$ cat src/rtl/fifo_cdc_pkg.sv
// Shared defaults and state encoding for the FIFO read-side byte unpacker.
package fifo_cdc_pkg;

    localparam int unsigned DEF_DATA_W     = 8;
    localparam int unsigned DEF_WORD_BYTES = 4;

    typedef enum logic [1:0] {
        ST_FILL      = 2'd0,
        ST_DRAIN     = 2'd1,
        ST_FLUSH_OUT = 2'd2
    } rd_state_t;

endpackage

$ cat src/rtl/fifo_rd_unpacker.sv
// Reads bytes from a FIFO read port (one-cycle read latency) and packs them
// into WORD_BYTES-wide words on a valid/ready stream, with flush of partial words.
module fifo_rd_unpacker
    import fifo_cdc_pkg::*;
#(
    parameter int unsigned DATA_W     = DEF_DATA_W,
    parameter int unsigned WORD_BYTES = DEF_WORD_BYTES
) (
    input  logic                         clk_rd,
    input  logic                         reset_rd_n,
    input  logic                         empty,
    input  logic [DATA_W-1:0]            data_out,
    output logic                         rd_en,
    input  logic                         flush,
    output logic                         m_valid,
    input  logic                         m_ready,
    output logic [DATA_W*WORD_BYTES-1:0] m_data,
    output logic [WORD_BYTES-1:0]        m_keep,
    output logic                         flush_done,
    output logic [15:0]                  word_count
);

    localparam int unsigned LANE_W = (WORD_BYTES > 1) ? $clog2(WORD_BYTES) : 1;
    localparam int unsigned CNT_W  = $clog2(WORD_BYTES) + 1;

    typedef logic [WORD_BYTES-1:0][DATA_W-1:0] word_t;

    rd_state_t        r_state;
    word_t            r_asm;
    logic [CNT_W-1:0] r_asm_cnt;
    logic             r_pend;
    word_t            r_m_data;
    logic [WORD_BYTES-1:0] r_m_keep;
    logic             r_m_valid;
    logic             r_flush_done;
    logic [15:0]      r_word_count;

    word_t                 w_asm_next;
    logic [CNT_W-1:0]      w_cnt_next;
    logic [LANE_W-1:0]     w_lane;
    logic                  w_out_free;
    logic                  w_move;
    logic                  w_rd_en;
    logic [WORD_BYTES-1:0] w_keep;

    // Assembly view including the byte landing this cycle, and read issue.
    always_comb begin
        w_lane     = r_asm_cnt[LANE_W-1:0];
        w_asm_next = r_asm;
        if (r_pend) begin
            w_asm_next[w_lane] = data_out;
        end
        w_cnt_next = r_asm_cnt + CNT_W'(r_pend);
        w_out_free = !r_m_valid || m_ready;
        w_move     = (r_state == ST_FILL) && (w_cnt_next == CNT_W'(WORD_BYTES)) && w_out_free;
        // A word leaving this cycle frees lane 0, so read ahead to avoid a bubble.
        w_rd_en    = reset_rd_n && !empty && (r_state == ST_FILL) &&
                     ((w_cnt_next < CNT_W'(WORD_BYTES)) || w_move);
        w_keep     = '0;
        for (int unsigned i = 0; i < WORD_BYTES; i++) begin
            w_keep[i] = (CNT_W'(i) < r_asm_cnt);
        end
    end

    always_ff @(posedge clk_rd) begin
        if (!reset_rd_n) begin
            r_state      <= ST_FILL;
            r_asm        <= '0;
            r_asm_cnt    <= '0;
            r_pend       <= 1'b0;
            r_m_data     <= '0;
            r_m_keep     <= '0;
            r_m_valid    <= 1'b0;
            r_flush_done <= 1'b0;
            r_word_count <= '0;
        end else begin
            r_flush_done <= 1'b0;
            r_pend       <= w_rd_en;
            r_asm        <= w_asm_next;
            r_asm_cnt    <= w_cnt_next;

            if (r_m_valid && m_ready) begin
                r_m_valid <= 1'b0;
                if (r_word_count != 16'hFFFF) begin
                    r_word_count <= r_word_count + 16'd1;
                end
            end

            case (r_state)
                ST_FILL: begin
                    if (w_move) begin
                        r_m_data  <= w_asm_next;
                        r_m_keep  <= '1;
                        r_m_valid <= 1'b1;
                        r_asm     <= '0;
                        r_asm_cnt <= '0;
                    end
                    if (flush) begin
                        r_state <= ST_DRAIN;
                    end
                end
                // Let any in-flight read land before deciding what to emit.
                ST_DRAIN: begin
                    if (!r_pend) begin
                        if (r_asm_cnt != '0) begin
                            r_state <= ST_FLUSH_OUT;
                        end else begin
                            r_flush_done <= 1'b1;
                            r_state      <= ST_FILL;
                        end
                    end
                end
                ST_FLUSH_OUT: begin
                    if (w_out_free) begin
                        r_m_data     <= r_asm;
                        r_m_keep     <= w_keep;
                        r_m_valid    <= 1'b1;
                        r_asm        <= '0;
                        r_asm_cnt    <= '0;
                        r_flush_done <= 1'b1;
                        r_state      <= ST_FILL;
                    end
                end
                default: r_state <= ST_FILL;
            endcase
        end
    end

    assign rd_en      = w_rd_en;
    assign m_valid    = r_m_valid;
    assign m_data     = r_m_data;
    assign m_keep     = r_m_keep;
    assign flush_done = r_flush_done;
    assign word_count = r_word_count;

endmodule

$ cat config.mk
export PLATFORM = sky130hd
export DESIGN_NAME = fifo_rd_unpacker
export DESIGN_NICKNAME = d
export VERILOG_FILES = /design/src/rtl/fifo_cdc_pkg.sv /design/src/rtl/fifo_rd_unpacker.sv
export SDC_FILE = /design/constraint.sdc
export NUM_CORES = 1
export LEC_CHECK = 0
export CAP_MARGIN = 10
export CORE_MARGIN = 2
export CORE_UTILIZATION = 30
export CTS_BUF_LIST = sky130_fd_sc_hd__clkbuf_8 sky130_fd_sc_hd__clkbuf_16
export DETAILED_ROUTE_END_ITERATION = 8
export GPL_TIMING_DRIVEN = 0
export PLACE_DENSITY_LB_ADDON = 0.2
export SETUP_SLACK_MARGIN = 0.4
export SYNTH_ARGS = -nofsm -noshare
export SYNTH_HDL_FRONTEND = slang
export SYNTH_SLANG_ARGS = --single-unit
$ cat constraint.sdc
create_clock -name clk_rd -period 3.95 [get_ports clk_rd]
set_clock_uncertainty 0.05 [all_clocks]
set_input_delay 1.185 -clock clk_rd [delete_from_list [all_inputs] [get_ports clk_rd]]
set_output_delay 1.185 -clock clk_rd [all_outputs]
set_load 0.005 [all_outputs]
; After elaboration in Yosys (flattened, before gate mapping)
; Index checks and enable logic that the tools add are counted.
[word_totals]
register_bits = 92
input_bits = 13
output_inout_bits = 55
word_cells = 78
[op_classes]
n_addsub = 2
n_lt_le_gt_ge = 7
n_eq_ne = 8
n_mux = 29
n_reduce_logical = 17
[ops]
columns = op, n
row1 = two-way mux 32 bit, 5
row2 = case mux 32 bit (2 select lines), 2
row3 = bitwise mux 32 bit, 1
row4 = adder 16 x 1 -> 16 bit (second input constant), 1
row5 = demux 8 bit (select 2 bit), 1
row6 = != test 16 bit (second input constant), 1
row7 = two-way mux 2 bit, 4
row8 = two-way mux 4 bit, 2
row9 = two-way mux 8 bit, 1
row10 = != test 2 bit (second input constant), 4
row11 = case mux 4 bit (2 select lines), 1
row12 = logical AND 1 bit, 7
row13 = less-than comparator 1 x 3 -> 1 bit (first input constant), 2
row14 = less-than comparator 2 x 3 -> 1 bit (first input constant), 2
row15 = two-way mux 1 bit, 6
row16 = two-way mux 3 bit, 2
row17 = case mux 2 bit (3 select lines), 1
row18 = case mux 3 bit (2 select lines), 1
row19 = AND reduction 3 bit, 2
row20 = case mux 1 bit (2 select lines), 2
row21 = adder 3 x 1 -> 3 bit, 1
row22 = equality test 3 bit (second input constant), 1
row23 = less-than comparator 2 x 3 -> 1 bit (second input constant), 1
row24 = less-than comparator 3 bit (second input constant), 1
row25 = other kinds (9), 11

; Longest topological paths before layout
; Gate-level depths: netlist of the first run.
[depth]
word_depth = 8
ltp_mapped = 7
depth_no_buf = 6

; Worst setup path after synthesis of the first run
; No wires, ideal clock.
[synth_path]
kind = input -> output
from = in m_ready
to = out rd_en
t_arrival_ns = 1.995
t_required_ns = 2.715
slack_ns = 0.720
stages = 4
n_path_buf = 1
path_cell_list = nand2b_1 clkbuf_1 nand3_1 a211oi_1
[synth_between]
elab_chain_len = 4
[synth_rtl]
columns = element, line_no
row1 = start: declaration, fifo_rd_unpacker.sv:16  ; input logic m_ready,
row2 = logical OR 1 bit, fifo_rd_unpacker.sv:54  ; w_out_free = !r_m_valid || m_ready;
row3 = logical AND 1 bit, fifo_rd_unpacker.sv:55  ; w_move = (r_state == ST_FILL) && (w_cnt_next == CNT_W'(WORD_BYTES)) && w_out_free;
row4 = logical OR 1 bit, fifo_rd_unpacker.sv:58  ; ((w_cnt_next < CNT_W'(WORD_BYTES)) || w_move);
row5 = logical AND 1 bit, fifo_rd_unpacker.sv:57  ; w_rd_en = reset_rd_n && !empty && (r_state == ST_FILL) &&
row6 = end: declaration, fifo_rd_unpacker.sv:13  ; output logic rd_en,
; Every way passes these cells.

; Final worst setup path of the first run
; Same ends and word-level chain as after synthesis.

==> out/summary.log, run 1 <==
qor: place.place.port_buffers 59
qor: pwr.design_power_total 1.98 mW
qor: drt.drtIter0Drc 257
qor: critical_path.worst-path-max-fanout 10
qor: synth.synthArstFlopShare 0
qor: die.die-width 121 um
qor: job.number_of_violations_of_the_max_capacitance_limit 0
qor: place.dp_hpwl 7.94 mm
qor: synth.yosys-top-cells-count dfxtp_1, a21oi_1, nand2_1
qor: critical_path.timing.critical_path.slowest_stage_cell a211oi_2
qor: pwr.power-per-cell-area 378 nW/um^2
qor: critical_path.critPathTopFamily buffers and inverters
qor: synth.synth.most_common_cell dfxtp_1
qor: critical_path.worstSetupEndpointType primary output
qor: critical_path.critical_path_arrival 2230 ps
qor: place.postPlaceCellArea 4910 um^2
qor: cts.total_clock_buffers_created_by_cts 9
qor: outcome.run_status completed
qor: sta.peak_freq 0.289 GHz
qor: synth.ys.flop_type dfxtp_1
qor: cells_and_area.drive_gt1_frac 0.0890
qor: global_route.pin_count_of_the_biggest_net_entering_global_routing 16
qor: global_route.globalRouteTotalUtil 0.161
qor: synth.syn-mean-instance-area 9.07 um^2
qor: sta.timing_hold_violations_final 0
qor: synth.yosys-top-cells-area dfxtp_1, mux2i_1, a21oi_1
qor: cells_and_area.filler_cell_count 1359
qor: cells_and_area.final_net_count 543
qor: die.floorplan.initialDensity 0.308
qor: sta.fin_crit_sh 0.877
qor: sta.timing.final.max_slew_violations 0
qor: cts.clock_tree.root_cell clkbuf_16
qor: critical_path.crit_top_cell buf_2
qor: cts.clock_tree_from_tritoncts done
qor: synth.share_of_the_yosys_chip_area_belonging_to_registers 0.449
qor: critical_path.worstPathBufferInverterCount 3
qor: pwr.vdd_drop_max 0.285 mV
qor: drt.number_of_detailed_route_iterations_in_the_first_pass 4
qor: cells_and_area.syn2layout_area_growth 27.6%
qor: place.routabilityCongestion 0.822
qor: synth.synth_top_area_cell dfxtp_1
qor: synth.net_count_after_synthesis 472
qor: cts.tritoncts_num_sinks 92
qor: cts.clkSlewWorstSetupHoldPaths 70 ps
qor: cells_and_area.area_of_all_placed_cells_without_fillers 5230 um^2
qor: global_route.first_global_vias 3537
qor: hold_path.holdCritPathClass reg2reg
qor: global_route.antenna_violations_before_repair 0
qor: place.place.detailed.instances 687
qor: die.row_count 42
qor: critical_path.critical_path.cell_chain buf_2, nand2b_4, buf_8, nand3_1, a211oi_2, buf_2
qor: drt.route.vias.total 3619
qor: synth.postSynthRegisterBits 92
qor: die.dieArea 14600 um^2
qor: sta.final_critical_period 3470 ps
qor: synth.synth_cell_types 51
qor: critical_path.crit_required 2710 ps
qor: synth.synth_warnings 0
qor: cts.post_cts_hold_buffer_count 0
qor: synth.netlist_instances 452
qor: global_route.globalRoute.totalOverflow 0
qor: drt.antenna_left 0
qor: sta.rsz_0062_raised_after_global_routing false
qor: die.ioPinCount 68
qor: synth.synthesis.area 4100 um^2
qor: global_route.grt_pass1_wl 18.2 mm
qor: drt.route.final.wire_length 11.4 mm
qor: critical_path.critical_path_class in2out
qor: sta.tightestPinTransition 863 ps
qor: cells_and_area.final_cells 704
qor: critical_path.crit_path_max_incr_delay 330 ps
qor: cells_and_area.total_inserted_antenna_cells 0
qor: sta.timing.max_slew.rel_slack 0.420
qor: die.die_h 121 um
qor: drt.drc_errors 0
qor: drt.detail_route.wl_per_cell 16.2 um
qor: drt.vias_per_cell 5.14
qor: pwr.p_leak 1.84 nW
qor: sta.setup-violations-final 0
qor: cts.clk-insertion-delay-late 360 ps
qor: cts.ctsHtreeMaxLevel 3
qor: die.core 13300 um^2
qor: synth.synth-edff-count 0
qor: synth.synth_top_cell_area_share 0.449
qor: cts.ctsLongestPathBuffers 2
qor: critical_path.startpoint_type input pin
## layout make-up
type,count,area (um^2),share of cell area
Buffer,38,204,0.0390
Clock buffer,9,225,0.0431
Clock inverter,7,67.6,0.0129
Inverter,6,22.5,0.00431
Multi-Input combinational cell,316,2060,0.394
Sequential cell,92,1840,0.352
Tap cell,176,220,0.0421
Timing Repair Buffer,60,587,0.112
## through the flow
step                TNS [ps]  utilization  hold WS, ps  setup WS, ps
CTS                        0        0.393          406           412
global route               0        0.393          423           424
floorplan                  0            -          386           720
global placement        -835        0.369          392          -835
detailed placement      -859        0.369          397          -859
finish                     0        0.393          404           484
## kinds of logic (layout without fill, tap and decap cells)
kind of cell               count (synthesis)  after routing  synth area share
and+or+nand+nor                          130            130             0.160
muxes                                     42             42             0.103
AOI/OAI and AO/OA                        136            136             0.210
DFF                                       92             92             0.449
adders and majority gates                  7              7            0.0214
xor gates and xnor gates                   1              1           0.00397
buffers and inverters                     44            120            0.0525
## path summary, 6_finish.rpt
path	cells past startpoint	slack, ps	from	to
setup / recovery	6	480	m_ready	rd_en
hold / removal	2	400	r_asm[25]	r_asm[25]
setup reg to reg	7	1590	r_asm_cnt[0]	m_data[4]
hold reg to reg	2	400	r_asm[25]	r_asm[25]
## repair_timing
action,in CTS,in global routing
endpoints found under the setup margin,1,1
pin swaps,1,1
hold endpoints to repair,0,0
buffers inserted,1,0
resized for setup,13,3
## cell usage in the layout (no fill, tap or decap), types with 3 or more instances in the layout
cell	instances
nand2_1	45
a311oi_1	17
mux2i_1	42
nor2_1	29
buf_2	12
a211oi_1	19
o21a_1	3
dfxtp_1	92
a21oi_1	58
nor2b_1	4
nor4_1	3
nand3b_1	3
or4_1	7
o21ai_0	19
nor3_1	5
clkdlybuf4s50_1	56
nand3_1	8
buf_4	4
and3_1	4
clkbuf_16	9
nand4_1	5
o31ai_1	8
ha_1	7
inv_1	7
clkbuf_1	19
## worst register-to-register path, stage by stage (launching register included)
cell	delay, ps
dfxtp_1	380
ha_1	230
ha_1	320
nor3b_4	280
o2bb2ai_2	300
buf_2	360
a21oi_1	100
a211oi_1	240
## sequential cells by signal, summed over array words and instances, names as in the netlist
register	count
m_data	32
r_asm	32
word_count	16
m_keep	4
r_asm_cnt	3
r_state	2
flush_done	1
m_valid	1
r_pend	1
## metal layers
| layer | vias to the layer above | global-route usage | wire (um) |
|---|---|---|---|
| met5 | - | 0 | 0 |
| met4 | 0 | 0.0654 | 223 |
| li1 | 1805 | - | - |
| met1 | 1717 | 0.208 | 5360 |
| met2 | 83 | 0.259 | 5230 |
| met3 | 14 | 0.0381 | 573 |
## power breakdown
group	switching (mW)	leakage [nW]	internal, mW
Combinational	0.0879	0.952	0.0611
Clock	0.385	0.149	0.489
Sequential	0.0108	0.742	0.943
Total	0.484	1.84	1.49
Note: power is estimated with default switching activity, not from simulation.
==> run 2: changes to the inputs <==
Settings changed: CORE_UTILIZATION 30 to 45.
==> out/summary.log, run 2 (synthesis results as in run 1) <==
qor: hold_path.holdCritPathClass reg2reg [unchanged]
qor: cells_and_area.final_net_count 546 [was 543]
qor: critical_path.crit_path_max_incr_delay 260 ps [was 330 ps]
qor: sta.final_critical_period 3490 ps [was 3470 ps]
qor: critical_path.worst-path-max-fanout 10 [unchanged]
qor: global_route.met1_usage_grt 0.289 [was 0.208]
qor: drt.vias_per_cell 5.87 [was 5.14]
qor: cells_and_area.drive_gt1_frac 0.0998 [was 0.0890]
qor: critical_path.critPathTopFamily buffers and inverters [unchanged]
qor: global_route.globalRoute.totalOverflow 0 [unchanged]
qor: cts.clkSlewWorstSetupHoldPaths 90 ps [was 70 ps]
qor: global_route.grt_pass1_wl 18.0 mm [was 18.2 mm]
qor: cts.ctsHtreeMaxLevel 3 [unchanged]
qor: critical_path.timing.critical_path.slowest_stage_cell a211oi_2 [unchanged]
qor: sta.post-route-worst-setup-slack 461 ps [was 484 ps]
qor: pwr.p_leak 1.82 nW [was 1.84 nW]
qor: global_route.antenna_violations_before_repair 0 [unchanged]
qor: critical_path.critical_path_arrival 2250 ps [was 2230 ps]
qor: sta.rsz_0062_raised_after_global_routing false [unchanged]
qor: drt.detail_route.wl_per_cell 17.5 um [was 16.2 um]
qor: sta.timing.max_slew.rel_slack 0.466 [was 0.420]
qor: cells_and_area.final_cell_mix dfxtp_1, a21oi_1, clkdlybuf4s50_1, nand2_1, mux2i_1 [unchanged]
qor: critical_path.cp_num_cells 6 [unchanged]
qor: job.number_of_violations_of_the_max_capacitance_limit 0 [unchanged]
qor: global_route.groute.layer.met2.usage 0.387 [was 0.259]
qor: pwr.seq_power_share 0.535 [was 0.482]
qor: sta.timing.final.max_slew_violations 0 [unchanged]
qor: cells_and_area.filler_cell_count 822 [was 1359]
qor: pwr.switching_part_of_the_total_power 0.255 [was 0.245]
qor: pwr.clockPowerShare 0.375 [was 0.442]
qor: cells_and_area.final_common_cell dfxtp_1 [unchanged]
qor: global_route.pin_count_of_the_biggest_net_entering_global_routing 17 [was 16]
qor: place.place.port_buffers 59 [unchanged]
qor: cells_and_area.total_inserted_antenna_cells 0 [unchanged]
qor: sta.setup-violations-final 0 [unchanged]
qor: die.core 8760 um^2 [was 13300 um^2]
qor: critical_path.critical_path_class in2out [unchanged]
qor: drt.antenna_left 0 [unchanged]
qor: die.die_h 99.4 um [was 121 um]
qor: die.floorplan.initialDensity 0.468 [was 0.308]
qor: hold_path.worst_hold_path_depth 2 [unchanged]
qor: drt.drtIter0Drc 189 [was 257]
qor: drt.number_of_detailed_route_iterations_in_the_first_pass 5 [was 4]
qor: place.pre_cts_slack -731 ps [was -859 ps]
qor: pwr.design_power_total 1.78 mW [was 1.98 mW]
qor: die.ioPinCount 68 [unchanged]
qor: pwr.power.share.combinational 0.090 [was 0.075]
qor: drt.drc_errors 0 [unchanged]
qor: critical_path.crit_required 2710 ps [about the same]
qor: sta.peak_freq 0.287 GHz [was 0.289 GHz]
qor: pwr.net-switching-power 0.454 mW [was 0.484 mW]
qor: die.die-width 99.4 um [was 121 um]
qor: global_route.grtUsageMet3 0.0429 [was 0.0381]
qor: pwr.internal_cell_power 1.33 mW [was 1.49 mW]
qor: drt.route.final.wire_length 11.2 mm [was 11.4 mm]
qor: critical_path.worstPathBufferInverterCount 3 [unchanged]
qor: cts.clock_tree_from_tritoncts done [unchanged]
qor: cts.clock_tree.root_cell clkbuf_8 [was clkbuf_16]
qor: global_route.globalRouteTotalUtil 0.228 [was 0.161]
qor: sta.tightestPinTransition 794 ps [was 863 ps]
qor: sta.timing_hold_violations_final 0 [unchanged]
qor: cells_and_area.syn2layout_area_growth 24.4% [was 27.6%]
qor: cts.total_clock_buffers_created_by_cts 9 [unchanged]
qor: critical_path.critical_path.cell_chain buf_2, nand2b_4, clkbuf_16, nand3_1, a211oi_2, clkdlybuf4s15_2 [was buf_2, nand2b_4, buf_8, nand3_1, a211oi_2, buf_2]
qor: cts.tritoncts_num_sinks 92 [unchanged]
qor: global_route.grt_busiest_layer met2 [unchanged]
qor: place.routabilityCongestion 0.847 [was 0.822]
qor: pwr.power-per-cell-area 350 nW/um^2 [was 378 nW/um^2]
qor: drt.route.vias.total 3753 [was 3619]
qor: critical_path.worstRegToRegCells 8 [was 7]
qor: critical_path.worstSetupEndpointType primary output [unchanged]
qor: pwr.vdd_drop_max 0.195 mV [was 0.285 mV]
qor: place.dp_hpwl 7.71 mm [was 7.94 mm]
qor: cts.ctsLongestPathBuffers 2 [unchanged]
qor: outcome.run_status completed [unchanged]
qor: critical_path.startpoint_type input pin [unchanged]
qor: sta.fin_crit_sh 0.883 [was 0.877]
qor: cts.clk-insertion-delay-late 370 ps [was 360 ps]
qor: die.row_count 34 [was 42]
qor: global_route.first_global_vias 3529 [was 3537]
qor: die.dieArea 9890 um^2 [was 14600 um^2]
-- run 2: final timing paths --
check / from / endpoint / slack (ps)
max: m_ready / rd_en / 460
min reg2reg: r_asm[24] / r_asm[24] / 410
max reg2reg: r_asm_cnt[0] / r_asm[6] / 1500
min: r_asm[24] / r_asm[24] / 410
-- run 2: what timing repair did --
action,in CTS,in global routing
endpoints found under the setup margin,1,1
pin swaps,1,1
hold buffers,0,0
buffers inserted,2,2
gates resized for setup,14,2
-- run 2: worst reg2reg max path: cells and delay by family (launching register included) --
kind,cells,cell delay (ps)
compound gates,2,590
buf+inv,2,490
simple gates,2,310
flops,1,380
fa+ha+maj,2,540
-- run 2: layer usage --
metal  up-vias  share of wire
li1       1804              -
met4         0          0.023
met1      1807           0.43
met2       116           0.50
met3        26          0.049
met5         -              0
-- run 2: through the flow --
stage                      util  area (um^2)  cells  hold slack, ps  setup TNS [ps]
final                     0.582         5100    639             408               0
after global routing      0.582         5100    639             422               0
after CTS                 0.579         5080    637             410               0
after detailed placement  0.551         4820    619             398            -731
after global placement    0.551         4820    619             391            -692
after floorplan               -         4100    452             386               0
-- run 2: cell type report --
| cell class | instances | area [um^2] | area share |
|---|---|---|---|
| inverters | 6 | 22.5 | 0.00442 |
| well taps | 108 | 135 | 0.0265 |
| repair buffers | 63 | 616 | 0.121 |
| clock buffers | 10 | 138 | 0.0270 |
| clock inverters | 6 | 70.1 | 0.0137 |
| plain buffers | 38 | 214 | 0.0420 |
| multi-input cells | 316 | 2060 | 0.404 |
| flip-flops and latches | 92 | 1840 | 0.361 |
-- run 2: power groups by stage --
stage               clock network (mW)  registers (mW)  logic (mW)
floorplan                            0           0.972      0.0984
global placement                     0           0.974       0.141
detailed placement                   0           0.975       0.145
CTS                              0.676           0.953       0.147
global route                     0.712           0.956       0.175
finish                           0.669           0.954       0.160
==> edit 1 (flow settings as in run 2) <==
The 3 states of `rd_state_t` get a one-hot encoding in 3 bits.
--- a/src/rtl/fifo_cdc_pkg.sv
+++ b/src/rtl/fifo_cdc_pkg.sv
@@ -5,8 +5,8 @@
     localparam int unsigned DEF_WORD_BYTES = 4;
 
-    typedef enum logic [1:0] {
-        ST_FILL      = 2'd0,
-        ST_DRAIN     = 2'd1,
-        ST_FLUSH_OUT = 2'd2
+    typedef enum logic [2:0] {
+        ST_FILL      = 3'b001,
+        ST_DRAIN     = 3'b010,
+        ST_FLUSH_OUT = 3'b100
     } rd_state_t;
 
Formal check against the unedited RTL: no difference found for any inputs over 4 cycles, from zero or initial values and one cycle with reset_rd_n low; so few cycles prove little.
==> edit 1 against run 2 <==
Sequential share of layout area shrank 0.81 points. Count of clock-buffer cells in the layout shrank 1. Sequential cell count grew 1. Total power grew 11%. First-iteration DRC count grew 25%. Routed wire length grew 5.3%. Hold slack lost 0.0015 ns. Via count grew 6.8%. Worst setup slack gained 0.053 ns. Utilization shrank 1.2 points. Combinational power grew 65%. Final area grew 3.3%. Register-to-register slack gained 0.04 ns. Synthesized area grew 4.8%.
==> edit 1: results <==
metrics = {
    "yosys": {
        "yosys.area_share.xor_xnor_pct": 0.6115,
        "synth.area.mux_share_pct": 0.6989,
        "yosys.area_share.adder_pct": 0.8736,
        "yosys_most_used_dff": "dfxtp_1",
        "ys_top_cells_by_area": "dfxtp_1 (43%), a311oi_2 (10%), nand2_1 (9.5%)",
        "synth-compound-area-share_pct": 28.01,
        "ys_top_cells_by_count": "nand2_1 (109), dfxtp_1 (93), a21oi_1 (79), o21ai_0 (30), a311oi_2 (29)",
        "ys_seq_area_share_pct": 43.33,
        "yosysMostFrequentCell": "nand2_1",
        "syn-num-nets": 512,
        "ys_types": 50,
        "async_reset_ff_share_pct": 0,
    },
    "grt": {
        "grt_pass1_vias": 3740,
        "track_usage_pct": 23.27,
        "grt_pass1_wl_um": 18940,
    },
    "status": {
        "status": "complete, no violations",
    },
    "power": {
        "vdd_drop_max_mv": 0.2637,
        "leakagePower_nw": 1.586,
        "p_int_w": 0.001444,
    },
    "cts": {
        "post_cts_buffers": 0,
        "cts.repair.resized": 9,
    },
    "routing": {
        "post_drt_via_cell_ratio": 5.737,
        "drtIter0Drc": 236,
        "wl_per_cell_um": 16.83,
    },
    "finish": {
        "fillers": 838,
        "layout-drive-gt1-share_pct": 14.04,
        "final_nets": 581,
    },
    "critical_path": {
        "cp_data_arrival_time_ns": 2.20,
        "slowest_stage": "dlygate4sd2_1",
    },
    "placed_design": {
        "gp_congestion": 0.8192,
        "hpwl_um": 8000,
        "portBuffers": 58,
    },
    "sta": {
        "tightest_slew_ns": 0.8410,
    },
}
==> edit 1: cell types whose count changed after synthesis, moves of 4 or more <==
cell / change
nand2_1: +64
mux2i_1: -39
a311oi_2: +29
a21oi_1: +21
nor2_1: -18
a211oi_1: -17
a311oi_1: -14
o21ai_0: +11
buf_1: +10
nand3_1: +6
buf_6: +5
buf_2: -4
ha_1: -4
or3_1: +4
==> edit 1: layer usage <==
layer  vias up  part of all wire, %  track usage, %
met2       120                   47           37.65
li1       1929                    -               -
met5         -                    0               0
met1      1945                   46           31.95
met3        16                  5.3           4.555
met4         0                  1.3           5.821
==> edit 1: logic make-up after synthesis <==
| group | after synthesis |
|---|---|
| AO/OA/AOI/OAI | 162 |
| buffers and inverters | 47 |
| flip-flops | 93 |
| adder cells (fa/ha/maj) | 3 |
| multiplexers | 3 |
| AND/OR/NAND/NOR | 185 |
| XOR/XNOR | 3 |
==> edit 1: stage by stage <==
step	cells	TNS, ns	cell area, µm²	setup WS (ns)
after CTS	699	0	5269	0.5261
after floorplan	496	0	4297	0.8389
after detailed placement	683	-0.3583	5039	-0.3583
after global placement	683	-0.3200	5039	-0.3200
after global routing	699	0	5269	0.4731
final	699	0	5269	0.5139
==> edit 1: path summary, 6_finish.rpt <==
kind / from / end / slack (ns) / cells past startpoint
max: m_ready / rd_en / 0.51 / 6
min: r_asm[8] / r_asm[8] / 0.41 / 2
max reg2reg: word_count[0] / word_count[1] / 1.54 / 7
min reg2reg: r_asm[8] / r_asm[8] / 0.41 / 2
==> edit 1: power groups by stage <==
stage / Clock (W) / Combinational (W) / Sequential, W
2_1_floorplan: 0 / 0.000169 / 0.00101
3_3_place_gp: 0 / 0.000256 / 0.00102
3_5_place_dp: 0 / 0.000262 / 0.00102
4_1_cts: 0.000723 / 0.000263 / 0.000995
5_1_grt: 0.000762 / 0.000287 / 0.00100
6_report: 0.000722 / 0.000264 / 0.000996
==> edit 1: area by class of cell <==
| type | count | area, µm² | area share [%] |
|---|---|---|---|
| multi-input cells | 356 | 2193 | 41.63 |
| flip-flops and latches | 93 | 1862 | 35.34 |
| repair buffers | 58 | 574.3 | 10.90 |
| plain buffers | 44 | 244.0 | 4.631 |
| well taps | 129 | 161.4 | 3.063 |
| clock buffers | 9 | 123.9 | 2.351 |
| clock inverters | 7 | 98.84 | 1.876 |
| inverters | 3 | 11.26 | 0.2137 |
==> edit 1: tightest hold or removal path: stages (launching register included) <==
cell and delay [ns]:
dfxtp_1 0.32, nand2_1 0.05, a21oi_1 0.05
==> edit 2 (flow settings as in run 2) <==
Made on the original files. `DEF_WORD_BYTES`: 4 -> 2.
--- a/src/rtl/fifo_cdc_pkg.sv
+++ b/src/rtl/fifo_cdc_pkg.sv
@@ -3,5 +3,5 @@
 
     localparam int unsigned DEF_DATA_W     = 8;
-    localparam int unsigned DEF_WORD_BYTES = 4;
+    localparam int unsigned DEF_WORD_BYTES = 2;
 
     typedef enum logic [1:0] {
Ports: changed (resized m_data and m_keep); port bits go from 68 to 50. No check against the original RTL was run, so the function may have changed too.
==> edit 2 against run 2 <==
Worst setup slack better by 0.080 ns. Total power is 23% lower. Critical path type unchanged. Count of clock-buffer cells in the layout is 3 higher. Synthesized area is 34% lower. Non-clock buffer count is 36 lower. Routed wire length is 41% lower. Largest cell class unchanged. Combinational power is 9% higher. Utilization is 1.5 points higher. Sequential share of layout area is 3.6 points lower. Sequential cell count is 35 lower. Die area is 33% lower. Final area is 31% lower.
==> edit 2: results <==
metrics = {
    "status": {
        "status": "complete, no violations",
    },
    "critical_path": {
        "slowest_stage": "dlygate4sd2_1",
        "critPathMaxFanout": 10,
        "max_stage_delay_ns": 0.27,
        "cp_data_arrival_time_ns": 2.17,
        "cp_top_family": "buffers and inverters",
    },
    "yosys": {
        "ys_top_cells_by_count": "dfxtp_1 (57), nand2_1 (50), a21oi_1 (41), mux2i_1 (15), o21ai_0 (13)",
        "yosys_most_used_dff": "dfxtp_1",
        "ys_top_cells_by_area": "dfxtp_1 (42%), a21oi_1 (7.6%), nand2_1 (6.9%)",
        "ys_types": 52,
        "async_reset_ff_share_pct": 0,
        "yosys.area_share.adder_pct": 2.766,
        "yosys.area_share.xor_xnor_pct": 0.9221,
        "ys_seq_area_share_pct": 42.05,
        "synth-compound-area-share_pct": 21.85,
        "avgSynthCellArea_um2": 8.898,
        "synth.area.mux_share_pct": 5.533,
        "ys_warn_count": 0,
        "syn-num-nets": 324,
    },
    "routing": {
        "vias": 2470,
        "drtIter0Drc": 179,
        "firstDrtPassIters": 4,
        "routed_wl_um": 6596,
    },
    "min_path": {
        "holdCritPathClass": "reg -> reg",
    },
    "cts": {
        "cts_buffers": 9,
        "insertion_delay_ns": 0.34,
        "post_cts_buffers": 0,
        "cts_max_level": 3,
        "root_buffer": "clkbuf_8",
        "clock_path_buffers": 2,
        "clk_pin_slew_ns": 0.06,
    },
    "placed_design": {
        "dp_cells": 428,
        "portBuffers": 48,
        "postPlaceCellArea_mm2": 0.003288,
        "pre_cts_ws_ns": -0.2784,
        "gp_congestion": 0.8170,
        "hpwl_um": 4568,
    },
    "grt": {
        "grt_max_degree": 11,
        "antenna_found_initial": 0,
        "grt_pass1_wl_um": 10640,
        "grt_pass1_vias": 2227,
        "track_usage_pct": 21.11,
    },
    "power": {
        "leakagePower_nw": 1.245,
        "vdd_drop_max_mv": 0.2715,
    },
    "finish": {
        "n_antenna_cell": 0,
        "fillers": 519,
        "final_nets": 383,
        "layout-drive-gt1-share_pct": 12.50,
        "fin_cells": 443,
    },
    "sta": {
        "relSlewSlack_pct": 60.54,
    },
}
-- edit 2: cell count changes in the layout (fill, tap and decap cells not counted), sizes merged, moves of 9 or more --
cell and delta:
dfxtp -35, nor2 -20, clkdlybuf4s50 -10, buf -11
clkbuf -11, a211oi -12, a21oi -17, a311oi -9
mux2i -27
-- edit 2: area by class of cell --
type	instances	area [µm²]	share of cell area, %
tap	75	93.84	2.673
timing repair buffer	48	474.2	13.51
inverter	6	22.52	0.6415
sequential	57	1141	32.50
clock buffer	13	178.9	5.096
clock inverter	2	35.03	0.9979
buffer	17	95.09	2.708
multi-input combinational	225	1470	41.87
-- edit 2: final timing paths --
kind	from	end	slack, ns	cells after the start
worst min register to register	r_asm[6]	r_asm[6]	0.41	2
worst max register to register	r_state[0]	m_data[6]	1.99	8
worst max-delay path	m_ready	rd_en	0.54	6
worst min-delay path	r_asm[6]	r_asm[6]	0.41	2
-- edit 2: where the power goes --
group          switching (W)  leakage [nW]  internal, W
clock               0.000225         0.112     0.000356
sequential         0.0000147         0.461     0.000597
combinational      0.0000948         0.672    0.0000787
total               0.000334          1.25      0.00103
-- edit 2: metal layers --
layer / track usage (%) / up-vias / share of wire (%)
met1: 27.67 / 1152 / 45
met4: 9.000 / 0 / 1.3
met5: 0 / - / 0
met2: 34.10 / 81 / 49
met3: 3.956 / 9 / 5.4
li1: - / 1228 / -
-- edit 2: worst reg2reg max path, stage by stage (launching register included) --
cell and delay, ns:
dfxtp_1 0.32, inv_1 0.10, ha_1 0.30, inv_1 0.13
o22ai_4 0.32, and2_4 0.20, buf_6 0.13, buf_6 0.18
a311oi_2 0.10
-- edit 2: what timing repair did --
item	in CTS	in global routing
endpoints found under the setup margin	1	1
cloned	0	0
resized for setup	6	3
